File: src/rtl/sram_bist.sv
// Two-pass write/read-verify self-test initiator for the async-SRAM bridge.
// Pass 0 writes then verifies (adr[15:0] ^ PATTERN); pass 1 repeats with the
// inverted pattern. The test stops at the first read mismatch.
// Ports:
//   bist_clk, bist_rst      clock, asynchronous active-high reset
//   bist_start_i            start request (ignored while busy)
//   bist_busy_o/done_o      test running / finished (done is sticky)
//   bist_pass_o             result, valid while done=1
//   bist_fail_adr_o/dat_o   first failing address and the data read there
//   sram_*                  request side of the SRAM bridge (stb/ack handshake)
module sram_bist #(
  parameter logic [18:0] LAST_ADR = 19'h7FFFF,
  parameter logic [15:0] PATTERN  = 16'h5A5A
) (
  input  logic        bist_clk,
  input  logic        bist_rst,
  input  logic        bist_start_i,
  output logic        bist_busy_o,
  output logic        bist_done_o,
  output logic        bist_pass_o,
  output logic [18:0] bist_fail_adr_o,
  output logic [15:0] bist_fail_dat_o,
  output logic [18:0] sram_adr_o,
  output logic [15:0] sram_dat_o,
  input  logic [15:0] sram_dat_i,
  output logic        sram_we_o,
  output logic [1:0]  sram_sel_o,
  output logic        sram_stb_o,
  input  logic        sram_ack_i
);

  localparam int unsigned AW = 19;
  localparam int unsigned DW = 16;

  localparam logic [1:0] S_IDLE = 2'd0;
  localparam logic [1:0] S_WR   = 2'd1;
  localparam logic [1:0] S_RD   = 2'd2;
  localparam logic [1:0] S_DONE = 2'd3;

  // Expected word; only the low 16 address bits feed the pattern.
  function automatic logic [DW-1:0] expect_dat(input logic [DW-1:0] a, input logic pass);
    return a ^ PATTERN ^ {DW{pass}};
  endfunction

  logic [1:0]    state_q, state_d;
  logic          pass_q, pass_d;
  logic [AW-1:0] adr_d;
  logic [DW-1:0] dat_d;
  logic          we_d, stb_d, busy_d, done_d, pass_o_d;
  logic [AW-1:0] fail_adr_d;
  logic [DW-1:0] fail_dat_d;

  logic          adr_last;
  logic [AW-1:0] adr_inc;
  logic          rd_ok;

  assign adr_last = (sram_adr_o == LAST_ADR);
  assign adr_inc  = AW'(sram_adr_o + AW'(1));
  assign rd_ok    = (sram_dat_i == expect_dat(sram_adr_o[DW-1:0], pass_q));

  // Next-state and next-output logic; every output is registered below.
  always_comb begin
    state_d    = state_q;
    pass_d     = pass_q;
    adr_d      = sram_adr_o;
    dat_d      = sram_dat_o;
    we_d       = sram_we_o;
    stb_d      = sram_stb_o;
    busy_d     = bist_busy_o;
    done_d     = bist_done_o;
    pass_o_d   = bist_pass_o;
    fail_adr_d = bist_fail_adr_o;
    fail_dat_d = bist_fail_dat_o;

    case (state_q)
      S_IDLE, S_DONE: begin
        if (bist_start_i) begin
          state_d    = S_WR;
          pass_d     = 1'b0;
          adr_d      = '0;
          dat_d      = expect_dat(DW'(0), 1'b0);
          we_d       = 1'b1;
          stb_d      = 1'b1;
          busy_d     = 1'b1;
          done_d     = 1'b0;
          pass_o_d   = 1'b0;
          fail_adr_d = '0;
          fail_dat_d = '0;
        end
      end

      S_WR: begin
        if (sram_ack_i) begin
          if (adr_last) begin
            state_d = S_RD;
            adr_d   = '0;
            we_d    = 1'b0;
            dat_d   = '0;
          end else begin
            adr_d = adr_inc;
            dat_d = expect_dat(adr_inc[DW-1:0], pass_q);
          end
        end
      end

      S_RD: begin
        if (sram_ack_i) begin
          if (!rd_ok || (adr_last && pass_q)) begin
            // Test ends: first mismatch, or clean finish of pass 1.
            state_d  = S_DONE;
            adr_d    = '0;
            stb_d    = 1'b0;
            busy_d   = 1'b0;
            done_d   = 1'b1;
            pass_o_d = rd_ok;
            if (!rd_ok) begin
              fail_adr_d = sram_adr_o;
              fail_dat_d = sram_dat_i;
            end
          end else if (!adr_last) begin
            adr_d = adr_inc;
          end else begin
            state_d = S_WR;
            pass_d  = 1'b1;
            adr_d   = '0;
            we_d    = 1'b1;
            dat_d   = expect_dat(DW'(0), 1'b1);
          end
        end
      end

      default: state_d = S_IDLE;
    endcase
  end

  // State and output registers; reset clears everything, dropping stb at once.
  always_ff @(posedge bist_clk or posedge bist_rst) begin
    if (bist_rst) begin
      state_q         <= S_IDLE;
      pass_q          <= 1'b0;
      sram_adr_o      <= '0;
      sram_dat_o      <= '0;
      sram_we_o       <= 1'b0;
      sram_stb_o      <= 1'b0;
      sram_sel_o      <= 2'b00;
      bist_busy_o     <= 1'b0;
      bist_done_o     <= 1'b0;
      bist_pass_o     <= 1'b0;
      bist_fail_adr_o <= '0;
      bist_fail_dat_o <= '0;
    end else begin
      state_q         <= state_d;
      pass_q          <= pass_d;
      sram_adr_o      <= adr_d;
      sram_dat_o      <= dat_d;
      sram_we_o       <= we_d;
      sram_stb_o      <= stb_d;
      sram_sel_o      <= {2{stb_d}};
      bist_busy_o     <= busy_d;
      bist_done_o     <= done_d;
      bist_pass_o     <= pass_o_d;
      bist_fail_adr_o <= fail_adr_d;
      bist_fail_dat_o <= fail_dat_d;
    end
  end

endmodule
File: config.mk
export PLATFORM = sky130hd
export DESIGN_NAME = sram_bist
export DESIGN_NICKNAME = d
export VERILOG_FILES = /design/src/rtl/sram_bist.sv
export SDC_FILE = /design/constraint.sdc
export NUM_CORES = 1
export LEC_CHECK = 0
export CORE_ASPECT_RATIO = 0.6
export CORE_MARGIN = 5
export CORE_UTILIZATION = 50
export DETAILED_ROUTE_END_ITERATION = 10
export DONT_BUFFER_PORTS = 1
export GPL_TIMING_DRIVEN = 0
export MAX_ROUTING_LAYER = met4
export PLACE_DENSITY = 0.62
export SLEW_MARGIN = 20
export SYNTH_ARGS = -nofsm -noshare
export SYNTH_HDL_FRONTEND = slang
export SYNTH_SLANG_ARGS = --single-unit
File: constraint.sdc
create_clock -name bist_clk -period 3.9 [get_ports bist_clk]
set_input_delay 0.78 -clock bist_clk [delete_from_list [all_inputs] [get_ports bist_clk]]
set_output_delay 0.78 -clock bist_clk [all_outputs]
set_load 0.01 [all_outputs]
==> metrics.cfg, run 1 <==
[placement]
hpwl_um=11000
place.detailed.instances=680
buffer_ports.inserted=0
routabilityCongestion=0.927

[synthesis]
synth_async_sr_flop_share_pct=100
syn-mean-instance-area_um2=8.80
synthDominantAreaCellType=dfrtp_1
synth_seq_cells=77
synth_seq_area_share_pct=39.9
yosys.cell_types.count=51
netlist_top_cells_count=77 x dfrtp_1, 64 x nand2_1, 57 x inv_1
yosysWarningCount=0
synth_flop_cell=dfrtp_1
number_of_synthesized_flops_with_an_enable_pin=0
synthMostInstantiatedCell=dfrtp_1
yosysTopAreaCellShare_pct=39.9
syn-num-nets=573
synth_cells=549
syn_area_um2=4830
synth.area.top_cells=dfrtp_1 40%, o221ai_1 6.7%, nand4_1 5.3%, nand2_1 5.0%, xnor2_1 4.9%

[timing]
setup_violation_total_in_the_final_timing_report=0
max_slew_margin_pct=47.2
report.final.hold_viol_count=0
fin_tns_setup_ns=0
tightest_slew_ns=0.792
fmax_ghz=0.285
final_min_period_over_clock_period_pct=90.0
unrepaired_setup_endpoints_after_global_routing=false
final_critical_period_ns=3.51
maxSlewViolCount=0
finClkSkew_ns=0.00698

[global_routing]
via_count_of_the_first_global_routing_pass=4053
grt_max_degree=52
global_route_wire_length_before_repair_um=23100
globalRouteOverflowTotal=0
grt_antenna_before_repair=0
groute.usage.overall_pct=26.6

[pwr]
leakagePower_uw=0.00214
vdd.ir_drop.worst_mv=0.320
powerDensity_nw_per_um2=680

[final_layout]
layout-area-overhead-vs-synth_pct=10.3
final_cell_count_no_fill=696
layout-drive-gt1-share_pct=9.54
fin_nets=585
antenna_cells_inserted=0

[clock_tree]
cts_tree=yes
cts_hold_repair.buffers=0
number_of_setup_buffers_added_after_cts=0
clkTransAtPathRegs_ns=0.06
cts-resized-gates=0
clock_insertion_delay_worst_skew_ns=0.34
ctsLongestPathBuffers=2
clk_root_buffer_cell=clkbuf_16
cts_made_buffers=9
numClockSinks=77
htree_levels=3

[floorplanning]
io_pins=97
fp.dieW_um=137
fp.dieArea_um2=11800
core_um2=9290
die_y_um=86.1
fp-row-count=27
initial_core_util_pct=52.0

[setup_path]
max_stage_delay_ns=0.62
path_class=reg -> reg
critical-path-slowest-cell=a2111o_1
worst-path-buf-inv=1
worst-path-max-fanout=10
worstReg2RegEnd=sram_dat_o[2]
critical-path-top-delay-family=simple AND/OR/NAND/NOR gates
worst_path_arrival_time_ns=3.73
rr_worst_depth=8
critPathRequiredTime_ns=4.12
critical_path.reg2reg.startpoint=sram_adr_o[1]
endpoint_kind=flop
timing.critical_path.from_type=flop
crit_chain=ha_1 -> nand2_1 -> nor4_2 -> nand3_2 -> a2111o_1 -> a21oi_4 -> buf_12 -> mux2_4
reg2reg_slack_ns=0.39

[routing]
drt.antenna.violating_nets=0
viasPerCell=6.20
detailedRoute.firstIterationViolations=304
remaining_drc_errors=0
dr.pass1.iters=5
vias=4316
postRouteWirelength_um=14600
routed_wire_length_per_instance_um=21.0

[worst_hold_path]
hp-class=in -> async

[status]
status=completed

[job]
cap_violations=0

[cell usage in the layout (no fill, tap or decap), types with 6 or more instances in the layout]
master     netlist  final
nand4_1         41     41
a22oi_1          6      6
a21oi_1          9      9
o221ai_1        37     37
xor2_1          20     20
mux2_4          10     10
nand2_1         64     64
nor2_1          26     26
inv_1           57     56
buf_2           10     10
clkbuf_16        0      9
xnor2_1         27     27
o21ai_0         20     20
dfrtp_1         77     77
nand3_1         13     13
o211ai_1        22     22
clkbuf_1        35     36
[metal layers]
| metal | part of all wire, % | vias to the layer above | wire length [um] | GRT usage [%] |
|---|---|---|---|---|
| met2 | 41 | 198 | 5990 | 35.9 |
| met5 | 0 | - | 0 | - |
| met4 | 1.4 | 0 | 202 | 7.79 |
| met1 | 47 | 2117 | 6850 | 37.0 |
| met3 | 11 | 24 | 1550 | 9.79 |
| li1 | - | 1977 | - | - |
[flip-flops by register name (all words and copies together), names as in the netlist]
| register | count |
|---|---|
| sram_dat_o | 16 |
| bist_pass_o | 1 |
| sram_adr_o | 19 |
| sram_stb_o | 1 |
| sram_we_o | 1 |
| bist_fail_adr_o | 19 |
| bist_done_o | 1 |
| pass_q | 1 |
| state_q | 2 |
| bist_fail_dat_o | 16 |
[where the power goes]
| group | internal (uW) | switching (uW) | total, uW |
|---|---|---|---|
| logic | 550 | 915 | 1470 |
| clock network | 513 | 341 | 854 |
| registers | 1010 | 292 | 1300 |
| total | 2070 | 1550 | 3620 |
[per-stage QoR]
stage | hold WS, ns | worst slack, ns | area [um^2] | power, uW | utilization [%]
global placement | 0.564 | 0.213 | 4990 | 2720 | 53.8
floorplan | 0.528 | 0.921 | 4830 | 2360 | -
finish | 0.292 | 0.390 | 5330 | 3620 | 57.3
CTS | 0.298 | 0.465 | 5330 | 3620 | 57.3
global route | 0.320 | 0.320 | 5330 | 3860 | 57.3
detailed placement | 0.574 | 0.480 | 5020 | 2770 | 54.1
[cells by family after synthesis]
kind of cell	count (synthesis)	synth area share (%)
xor+xnor	47	8.52
buf+inv	113	9.95
mux	14	3.99
compound gates	120	18.6
simple gates	174	18.1
fa+ha+maj	4	1.04
flops	77	39.9
[how the worst max path moves through the flow]
| stage | cells after the start | to | slack (ns) | from |
|---|---|---|---|---|
| after global placement | 1 | sram_dat_o[1] | 0.21 | bist_rst |
| after CTS | 8 | sram_dat_o[2] | 0.47 | sram_adr_o[1] |
| after floorplan | 8 | sram_dat_o[0] | 0.92 | sram_dat_i[9] |
| after global routing | 8 | sram_dat_o[2] | 0.32 | sram_adr_o[1] |
| after detailed placement | 8 | sram_dat_o[2] | 0.48 | sram_adr_o[1] |
| final | 8 | sram_dat_o[2] | 0.39 | sram_adr_o[1] |
[cell type report]
cell class / instances / area [um^2]
fillers: 826 / 3960
multi-input cells: 359 / 2420
flip-flops and latches: 77 / 1930
plain buffers: 56 / 267
clock buffers: 11 / 243
inverters: 57 / 216
well taps: 130 / 163
clock inverters: 5 / 60.1
repair buffers: 1 / 27.5
Power figures use the tool's default switching activity.
==> inputs of run 2 (changes only) <==
- CTS_CLUSTER_SIZE: not set -> 24
==> results of run 2 <==
Final layout, timing and power as in run 1 (identical DEF).
